**config.mk**
```make
export PLATFORM = sky130hd
export DESIGN_NAME = ntt_coeff_loader
export DESIGN_NICKNAME = d
export VERILOG_FILES = /design/src/rtl/ntt_coeff_loader.sv
export SDC_FILE = /design/constraint.sdc
export NUM_CORES = 1
export LEC_CHECK = 0
export CORE_ASPECT_RATIO = 2
export CORE_UTILIZATION = 50
export CTS_BUF_LIST = sky130_fd_sc_hd__clkbuf_8
export DETAILED_ROUTE_END_ITERATION = 10
export PLACE_DENSITY_LB_ADDON = 0.05
export SYNTH_ARGS = -nofsm -noshare
export SYNTH_HDL_FRONTEND = slang
export SYNTH_SLANG_ARGS = --single-unit
export TNS_END_PERCENT = 20
```
**constraint.sdc**
```tcl
create_clock -name clk -period 2.35 [get_ports clk]
set_clock_uncertainty 0.2 [all_clocks]
set_input_delay 0.235 -clock clk [delete_from_list [all_inputs] [get_ports clk]]
set_output_delay 0.235 -clock clk [all_outputs]
set_load 0.02 [all_outputs]
```
**src/rtl/ntt_coeff_loader.sv**
```systemverilog
// Coefficient load transmitter for the NTT/INTT core: packs host beats into even/odd pairs,
// strobes them into the core, kicks start and waits for done. Optional CANON_REDUCE_EN reduces inputs mod Q.
module ntt_coeff_loader #(
    parameter int N  = 256,
    parameter int DW = 16,
    parameter int Q  = 3329,
    localparam int PW = (N / 2 > 1) ? $clog2(N / 2) : 1
) (
    input  logic          clk,
    input  logic          rst,
    input  logic          go,
    input  logic          cfg_mode,
    input  logic          abort,
    input  logic          s_valid,
    output logic          s_ready,
    input  logic [DW-1:0] s_data,
    output logic          we,
    output logic [DW-1:0] data_ina,
    output logic [DW-1:0] data_inb,
    output logic          mode,
    output logic          start,
    input  logic          core_done,
    output logic          busy,
    output logic          job_done,
    output logic [PW-1:0] pair_cnt
);

    // state | meaning
    // IDLE  | no job; waits for go
    // FILL  | accepting coefficients, writing pairs to the core
    // KICK  | final pair written; pulse start next
    // RUN   | core running; waits for core_done
    typedef enum logic [1:0] {
        IDLE = 2'd0,
        FILL = 2'd1,
        KICK = 2'd2,
        RUN  = 2'd3
    } state_t;

    localparam logic [PW-1:0] LAST_PAIR = PW'(N / 2 - 1);

    state_t        state;
    logic [DW-1:0] hold;
    logic          half;
    logic [DW-1:0] coef;

`ifdef CANON_REDUCE_EN
    // Host guarantees x < 2Q, so one conditional subtract yields the canonical residue.
    assign coef = (s_data >= DW'(Q)) ? s_data - DW'(Q) : s_data;
`else
    logic unused_q;
    assign unused_q = ^DW'(Q);
    assign coef     = s_data;
`endif

    always_ff @(posedge clk) begin
        if (rst) begin
            state    <= IDLE;
            s_ready  <= 1'b0;
            we       <= 1'b0;
            start    <= 1'b0;
            busy     <= 1'b0;
            job_done <= 1'b0;
            data_ina <= '0;
            data_inb <= '0;
            mode     <= 1'b0;
            pair_cnt <= '0;
            hold     <= '0;
            half     <= 1'b0;
        end else begin
            we       <= 1'b0;
            start    <= 1'b0;
            job_done <= 1'b0;
            case (state)
                IDLE: begin
                    if (go) begin
                        state    <= FILL;
                        mode     <= cfg_mode;
                        pair_cnt <= '0;
                        half     <= 1'b0;
                        s_ready  <= 1'b1;
                        busy     <= 1'b1;
                    end
                end
                FILL: begin
                    if (abort) begin
                        state   <= IDLE;
                        s_ready <= 1'b0;
                        busy    <= 1'b0;
                        half    <= 1'b0;
                    end else if (s_valid && s_ready) begin
                        if (!half) begin
                            hold <= coef;
                            half <= 1'b1;
                        end else begin
                            we       <= 1'b1;
                            data_ina <= hold;
                            data_inb <= coef;
                            half     <= 1'b0;
                            // Final count stays at N/2-1 so it fits the counter width.
                            if (pair_cnt == LAST_PAIR) begin
                                state   <= KICK;
                                s_ready <= 1'b0;
                            end else begin
                                pair_cnt <= pair_cnt + 1'b1;
                            end
                        end
                    end
                end
                KICK: begin
                    if (abort) begin
                        state <= IDLE;
                        busy  <= 1'b0;
                    end else begin
                        start <= 1'b1;
                        state <= RUN;
                    end
                end
                RUN: begin
                    if (abort) begin
                        state <= IDLE;
                        busy  <= 1'b0;
                    end else if (core_done) begin
                        job_done <= 1'b1;
                        busy     <= 1'b0;
                        state    <= IDLE;
                    end
                end
                default: begin
                    state   <= IDLE;
                    s_ready <= 1'b0;
                    busy    <= 1'b0;
                end
            endcase
        end
    end

endmodule

```
=== Word-level counts from Yosys, hierarchy flattened ===
Cells that the tools add are included.

* Register bits: 64
* Input port bits: 23
* Output and inout port bits: 45
* Logic and storage cells: 81

* $add $sub $neg: 1
* Equal/unequal tests: 14
* Muxes and demuxes: 33
* Bitwise logic cells: 6
* Reduce and logical (&&, ||, !) cells: 15

{| class="wikitable"
|+ Operators with widths
! kind !! count
|-
| $mux W7 || 5
|-
| $mux W2 || 8
|-
| $mux W1 || 15
|-
| $pmux W7 S2 || 1
|-
| $ne A3 B3 Y1 const B || 4
|-
| $ne A2 B2 Y1 const B || 5
|-
| $reduce_and A5 Y1 || 2
|-
| $pmux W2 S4 || 1
|-
| $reduce_and A4 Y1 || 2
|-
| $add A7 B1 Y7 const B || 1
|-
| $eq A7 B7 Y1 const B || 1
|-
| $not A1 Y1 || 6
|-
| $reduce_and A3 Y1 || 2
|-
| $reduce_and A6 Y1 || 1
|-
| $eq A2 B2 Y1 const B || 2
|-
| $pmux W1 S2 || 2
|-
| $reduce_or A2 Y1 || 2
|-
| $reduce_or A4 Y1 || 1
|-
| $pmux W1 S3 || 1
|-
| $reduce_or A3 Y1 || 1
|-
| $eq A2 B1 Y1 const B || 1
|-
| $logic_not A2 Y1 || 1
|-
| $ne A2 B1 Y1 const B || 1
|-
| $reduce_and A2 Y1 || 1
|-
| 2 further kinds || 2
|}

=== Longest topological paths before layout ===
Gate-level depths: netlist of the first run.

* Word-level depth: 6
* Gate-level depth with buffers: 8
* Depth with buffers taken out: 6

=== Worst setup path after synthesis of the first run ===
Ideal clock, no wire load.

* Kind: reg-to-reg
* Start: reg state[1]
* End: reg pair_cnt[3]
* Library setup time: 131 ps
* Data arrival time: 1599 ps
* Required time: 2019 ps
* Slack: 420 ps
* Cell stages (with the launch flop): 7
* Path buffers: 0
* Clock period less this slack: 1930 ps
* Cell sequence: dfxtp_1 > inv_1 > ha_1 > and4_1 > a221o_1 > o311ai_1 > o41ai_1

* Word-level cells in the longest chain between the ends: 3

{| class="wikitable"
|+ RTL lines
! item !! RTL line !! RTL
|-
| from (decl) || 42 || <nowiki>state_t state;</nowiki>
|-
| from (signal assigned) || 58 || <nowiki>state <= IDLE;</nowiki>
|-
| from (signal assigned) || 77 || <nowiki>state <= FILL;</nowiki>
|-
| from (signal assigned) || 87 || <nowiki>state <= IDLE;</nowiki>
|-
| $eq A2 B1 Y1 / $logic_not A2 Y1 (equally long branches) || 74 || <nowiki>case (state)</nowiki>
|-
| $ne A2 B2 Y1 (no source line) / $reduce_bool A2 Y1 (equally long branches) || - ||
|-
| $reduce_and A6 Y1 (no source line) || - ||
|-
| to (signal assigned) || 105 || <nowiki>pair_cnt <= pair_cnt + 1'b1;</nowiki>
|-
| to (decl) || 25 || <nowiki>output logic [PW-1:0] pair_cnt</nowiki>
|}

Parallel ways exist; a longest one is shown, timed or not.
A chain may end at the register's enable or synchronous reset.

=== Final worst setup path of the first run ===
Same ends and word-level chain as after synthesis.

==> metrics.md, run 1 <==
| Metric | Value |
|---|---|
| Longest Clk Path Bufs | `2` |
| Post-DP HPWL | `4.244 mm` |
| Worst-path fanout max | `9` |
| Cells after DPL | `420` |
| Cell taking the most area after synthesis | `dfxtp_1` |
| RR Startpoint | `state[1]` |
| Seq/Total Area, Yosys | `50.89%` |
| Clk sinks | `64` |
| P&R area growth vs syn | `34.84%` |
| Unrepaired setup endpoints after global routing | `no` |
| Syn nets | `336` |
| Tot Pwr | `approximately 2.1 mW` |
| WL per Instance | `13.65 um` |
| Post-Route WL | `5.938 mm` |
| Worst Hold Path Cells | `2` |
| Peak supply drop | `425.7 uV` |
| Leak pwr | `around 1.2 nW` |
| Total negative slack | `0 ns` |
| GR Overflow Total | `0` |
| F_max | `around 0.46 GHz` |
| Max cap viols | `0` |
| # DRC | `0` |
| Max-slew violations | `0` |
| CP required | `2.35 ns` |
| Reg2reg path depth | `6` |
| Synth Cell Area | `2517 um^2` |
| Post-CTS sizing | `0` |
| Finished Layout Cells | `435` |
| Most frequent cells in the layout | `nand2_1 (103), clkdlybuf4s50_1 (66), dfxtp_1 (64)` |
| Pwr dens | `621.1 nW/um^2` |
| Largest family of logic cells by synthesized area | `simple AND/OR/NAND/NOR gates` |
| Worst Tran Pin Value | `0.5827 ns` |
| Warnings, synthesis | `0` |
| Outcome | `finished, final reports clean` |
| Setup repair bufs after CTS | `0` |
| Reg2reg end | `pair_cnt[3]` |
| Cts hold-fix bufs | `0` |
| H-tree Lvls | `3` |
| CTS Buf Count | `9` |
| Setup Viol. Count Final | `0` |
| Netlist cell types | `42` |
| Std cell rows | `36` |
| Critical Path Start | `state[1]` |
| Final Hold Viols | `0` |
| Fin crit share | `92.00%` |
| Post-synthesis adder-cell area fraction | `2.982%` |
| Synth Area in Simple Gates | `between 20% and 30%` |
| Post-synth EDFFs | `0` |
| Hold Crit Class | `input pin to flip-flop` |
| Crit path capture type | `flip-flop` |
| Syn Inst Count | `307` |
| ANT cells | `0` |
| Post-synth top area share | `50.89%` |
| R2R Setup Slk | `~0.19 ns` |
| Share of post-route cells with drive strength above 1 | `~6.3%` |
| Core area | `4865 um^2` |
| Mux contribution to synthesized area | `1.640%` |
| Post-Synth XOR/XNOR Area | `0%` |
| Placement Setup Slack | `0.1891 ns` |
| Fin util | `between 60% and 70%` |
| Slew Limit Headroom | `61.15%` |
| Io pins | `68` |
| Finished Cell Area | `3395 um^2` |
| Number of global-route vias before repair | `2039` |
| Initial Utilization | `slightly above 50%` |
| Final WS setup | `0.1880 ns` |
| ANT nets after route | `0` |
| Syn avg cell area | `8.200 um^2` |
| DR vias/cell | `5.228` |
| WHS Endpoint | `data_inb[14]` |
| Compound-Gate Fraction of Synth Area | `15.36%` |
| Multi-input logic area | `1150 um^2` |
| Critical path type | `flip-flop to flip-flop` |
| Initial antenna violation count | `0` |
| First-pass detailed-route iteration total | `4` |
| Largest net degree at the start of global routing | `34` |
| Clock period minus worst slack | `2.162 ns` |
| Root Buffer | `clkbuf_8` |
| Vias post-DR | `2274` |
| Arr. time, crit path | `2.17 ns` |
| First-pass GRT wire length | `9.259 mm` |
| Worst Hold Launch | `rst` |
| # fillers | `421` |
| Startpoint types | `flip-flop` |
| Gpl congestion | `0.7566` |
| Die ar. | `5340 um^2` |
| #FFs+latches synth | `between 60 and 70` |
| Die Y-Extent | `102.3 um` |
| Skew-Pair Late Insertion Delay | `approximately 0.33 ns` |
| GRT Total Usage | `23.98%` |
| Primary FF master, synth | `dfxtp_1` |
| Top cells by area, synth | `dfxtp_1 (51%), nand2_1 (15%), a21oi_1 (9.9%), ha_1 (3.0%), nor2_1 (1.6%)` |
| CTS tree | `done` |
| Initial DRC Count | `39` |
| Commonest non-fill, non-tap cell in the layout | `nand2_1` |
| Hold_ws | `around 0.11 ns` |
| Post-synth ARST share | `0%` |
| IO buf count | `67` |
| Register area | `approximately 1300 um^2` |
| Reg clk slew, reported paths | `0.06 ns` |
| Chip Width | `roughly 52 um` |
| Final nets | `a little over 400` |
| Dpl cell area | `3228 um^2` |
==> cell families after synthesis <==
group / count (synthesis)
flops: 64
buf+inv: 21
simple gates: 146
mux: 4
fa+ha+maj: 6
compound gates: 66
==> cell type report <==
type | count | share of cell area (%)
Clock buffer | 11 | 4.460
Clock inverter | 4 | 0.4423
Inverter | 4 | 0.4423
Multi-Input combinational cell | 222 | 33.87
Sequential cell | 64 | 37.74
Tap cell | 57 | 2.101
Timing Repair Buffer | 73 | 20.94
==> per-layer routing <==
| layer | part of all wire (%) | global-route usage (%) | up-vias |
|---|---|---|---|
| met4 | 2.0 | 11.13 | 0 |
| li1 | - | - | 1168 |
| met2 | 56 | 43.39 | 47 |
| met3 | 3.2 | 6.399 | 10 |
| met1 | 39 | 24.70 | 1049 |
| met5 | 0 | 0 | - |
==> worst max-delay path, cell delays in order, from the launching register on <==
cell and delay (ns):
dfxtp_1 0.33, inv_1 0.12, ha_1 0.35, mux2i_1 0.24, a221o_1 0.39, o311ai_1 0.28, o41ai_1 0.12
==> how the worst max path moves through the flow <==
stage	endpoint	slack, ns	cells past startpoint
floorplan	pair_cnt[3]	0.42	6
global placement	half	0.23	5
detailed placement	pair_cnt[3]	0.19	5
CTS	pair_cnt[3]	0.19	6
global route	hold[13]	0.06	6
finish	pair_cnt[3]	0.19	6
==> state kept, by name, indices dropped and copies added (netlist names) <==
register,flops
mode,1
data_inb,16
pair_cnt,7
job_done,1
state,2
half,1
hold,16
we,1
data_ina,16
busy,1
start,1
s_ready,1
==> report_power, final <==
group	internal, mW	switching [mW]
combinational	0.0953	0.111
sequential	1.10	0.0109
clock	0.419	0.373
==> Yosys cell counts, drive strengths merged (3+ instances only) <==
master and number:
buf 8, a21oi 50, nor2 11, mux2i 3
nor3 4, clkbuf 9, inv 4, ha 6
dfxtp 64, nor2b 4, nand3 7, or3 4
nand2 103
Note: power is estimated with default switching activity, not from simulation.
==> inputs of run 2 (changes only) <==
Clock period 2.35 ns to 2.2 ns, I/O delays scaled along.
==> run 2 against run 1 <==
Against the previous run:
- non-clock buffer count rose by 3
- flip-flop and latch count did not move
- sequential share of layout area fell by 0.49 points
- routed wire length rose by 0.10%
- power rose by 5.6%
- worst setup slack got worse by 0.0059 ns
- utilization rose by 0.93 points
==> metrics.md, run 2 (synthesized netlist as in run 1, its figures left out) <==
| Metric | Value |
|---|---|
| Outcome | `finished, final reports clean (unchanged)` |
| ANT cells | `0 (unchanged)` |
| Most frequent cells in the layout | `nand2_1 (103), clkdlybuf4s50_1 (66), dfxtp_1 (64) (unchanged)` |
| Core area | `4865 um^2 (unchanged)` |
| Fin util | `70.70% (was 69.78%)` |
| WL per Instance | `13.60 um (was 13.65 um)` |
| Final Hold Viols | `0 (unchanged)` |
| Peak supply drop | `521.6 uV (was 425.7 uV)` |
| Reg clk slew, reported paths | `0.07 ns (was 0.06 ns)` |
| Share of post-route cells with drive strength above 1 | `7.632% (was 6.349%)` |
| # DRC | `0 (unchanged)` |
| P&R area growth vs syn | `36.63% (was 34.84%)` |
| Post-Route WL | `5.944 mm (was 5.938 mm)` |
| Max cap viols | `0 (unchanged)` |
| Chip Width | `52.18 um (unchanged)` |
| CTS tree | `done (unchanged)` |
| Initial Utilization | `51.75% (unchanged)` |
| Leak pwr | `1.194 nW (was 1.184 nW)` |
| Setup Viol. Count Final | `0 (unchanged)` |
| Skew-Pair Late Insertion Delay | `0.32 ns (was 0.33 ns)` |
| H-tree Lvls | `3 (unchanged)` |
| Critical path type | `flip-flop to flip-flop (unchanged)` |
| Dpl cell area | `3276 um^2 (was 3228 um^2)` |
| Number of global-route vias before repair | `2066 (was 2039)` |
| Max-slew violations | `0 (unchanged)` |
| Biggest regs | `data_ina: 16 flops, data_inb: 16 flops, hold: 16 flops (unchanged)` |
| GRT Total Usage | `24.01% (was 23.98%)` |
| ANT nets after route | `0 (unchanged)` |
| Unrepaired setup endpoints after global routing | `no (unchanged)` |
| Arr. time, crit path | `2.02 ns (was 2.17 ns)` |
| Tot Pwr | `2.227 mW (was 2.108 mW)` |
| F_max | `0.4956 GHz (was 0.4625 GHz)` |
| Die Y-Extent | `102.3 um (unchanged)` |
| Io pins | `68 (unchanged)` |
| Crit path capture type | `flip-flop (unchanged)` |
| # fillers | `428 (was 421)` |
| Clock period minus worst slack | `2.018 ns (was 2.162 ns)` |
| GR Overflow Total | `0 (unchanged)` |
| Worst-path fanout max | `8 (was 9)` |
| Clk sinks | `64 (unchanged)` |
| Finished Cell Area | `3440 um^2 (was 3395 um^2)` |
| IO buf count | `67 (unchanged)` |
| Pwr dens | `647.3 nW/um^2 (was 621.1 nW/um^2)` |
| Final nets | `406 (was 403)` |
| Hold Crit Class | `input pin to flip-flop (unchanged)` |
| Cts hold-fix bufs | `0 (unchanged)` |
| Longest Clk Path Bufs | `2 (unchanged)` |
| Total negative slack | `0 ns (unchanged)` |
| Largest net degree at the start of global routing | `36 (was 34)` |
| CTS Buf Count | `9 (unchanged)` |
| First-pass GRT wire length | `9.446 mm (was 9.259 mm)` |
| DR vias/cell | `5.364 (was 5.228)` |
| Startpoint types | `flip-flop (unchanged)` |
| Fin crit share | `91.72% (was 92.00%)` |
| Die ar. | `5340 um^2 (unchanged)` |
| Initial antenna violation count | `0 (unchanged)` |
| Std cell rows | `36 (unchanged)` |
| Gpl congestion | `0.7654 (was 0.7566)` |
| Root Buffer | `clkbuf_8 (unchanged)` |
| Commonest non-fill, non-tap cell in the layout | `nand2_1 (unchanged)` |
| Initial DRC Count | `36 (was 39)` |
| Slew Limit Headroom | `59.38% (was 61.15%)` |
| Vias post-DR | `2344 (was 2274)` |
| First-pass detailed-route iteration total | `4 (unchanged)` |
| Post-DP HPWL | `4.174 mm (was 4.244 mm)` |
| Worst Tran Pin Value | `0.6093 ns (was 0.5827 ns)` |
| CP required | `2.20 ns (was 2.35 ns)` |
==> run 2: metal layers <==
metal  GRT usage, %  up-vias  share of wire (%)
met2          43.39       56                 56
met1          25.35     1108                 38
met4          11.94        0                2.6
met3          4.911       14                3.0
li1               -     1166                  -
met5              0        -                  0
==> run 2: path summary, 6_finish.rpt <==
path,slack [ns],endpoint,start,cells after the start
hold reg to reg,0.25,data_ina[10],hold[10],2
setup / recovery,0.18,pair_cnt[5],state[1],6
hold / removal,0.19,start,rst,2
setup reg to reg,0.18,pair_cnt[5],state[1],6
==> run 2: critical path: stages, from the launching register on <==
cell      delay (ns)
dfxtp_1         0.36
inv_1           0.10
ha_2            0.23
and4_1          0.24
a221o_1         0.40
o311ai_1        0.24
o41ai_1         0.12
==> run 2: cell type report <==
| class | count | area (um^2) | area share [%] |
|---|---|---|---|
| clock buffers | 10 | 137.6 | 4.001 |
| clock inverters | 4 | 16.27 | 0.4729 |
| inverters | 4 | 15.01 | 0.4365 |
| multi-input cells | 222 | 1160 | 33.72 |
| flip-flops and latches | 64 | 1281 | 37.25 |
| well taps | 57 | 71.32 | 2.073 |
| repair buffers | 76 | 758.2 | 22.04 |
==> run 2: metrics by stage <==
step / setup slack (ns) / hold WS (ns) / instances
after floorplan: 0.2703 / 0.09570 / 307
after global placement: 0.1286 / 0.2370 / 423
after detailed placement: 0.09474 / 0.2426 / 423
after CTS: 0.1063 / 0.1785 / 437
after global routing: 0.04554 / 0.1930 / 437
final: 0.1821 / 0.1888 / 437
==> run 2: power by group <==
part           internal [mW]  switching (mW)  leakage (nW)  total [mW]
registers               1.17          0.0117         0.516        1.19
logic                  0.113           0.123         0.585       0.236
clock network          0.413           0.393        0.0918       0.805
total                   1.70           0.528          1.19        2.23
==> run 2: what timing repair did <==
item,4_1_cts,5_1_grt
setup endpoints to repair,0,2
gates resized for setup,0,2
buffers inserted,0,0
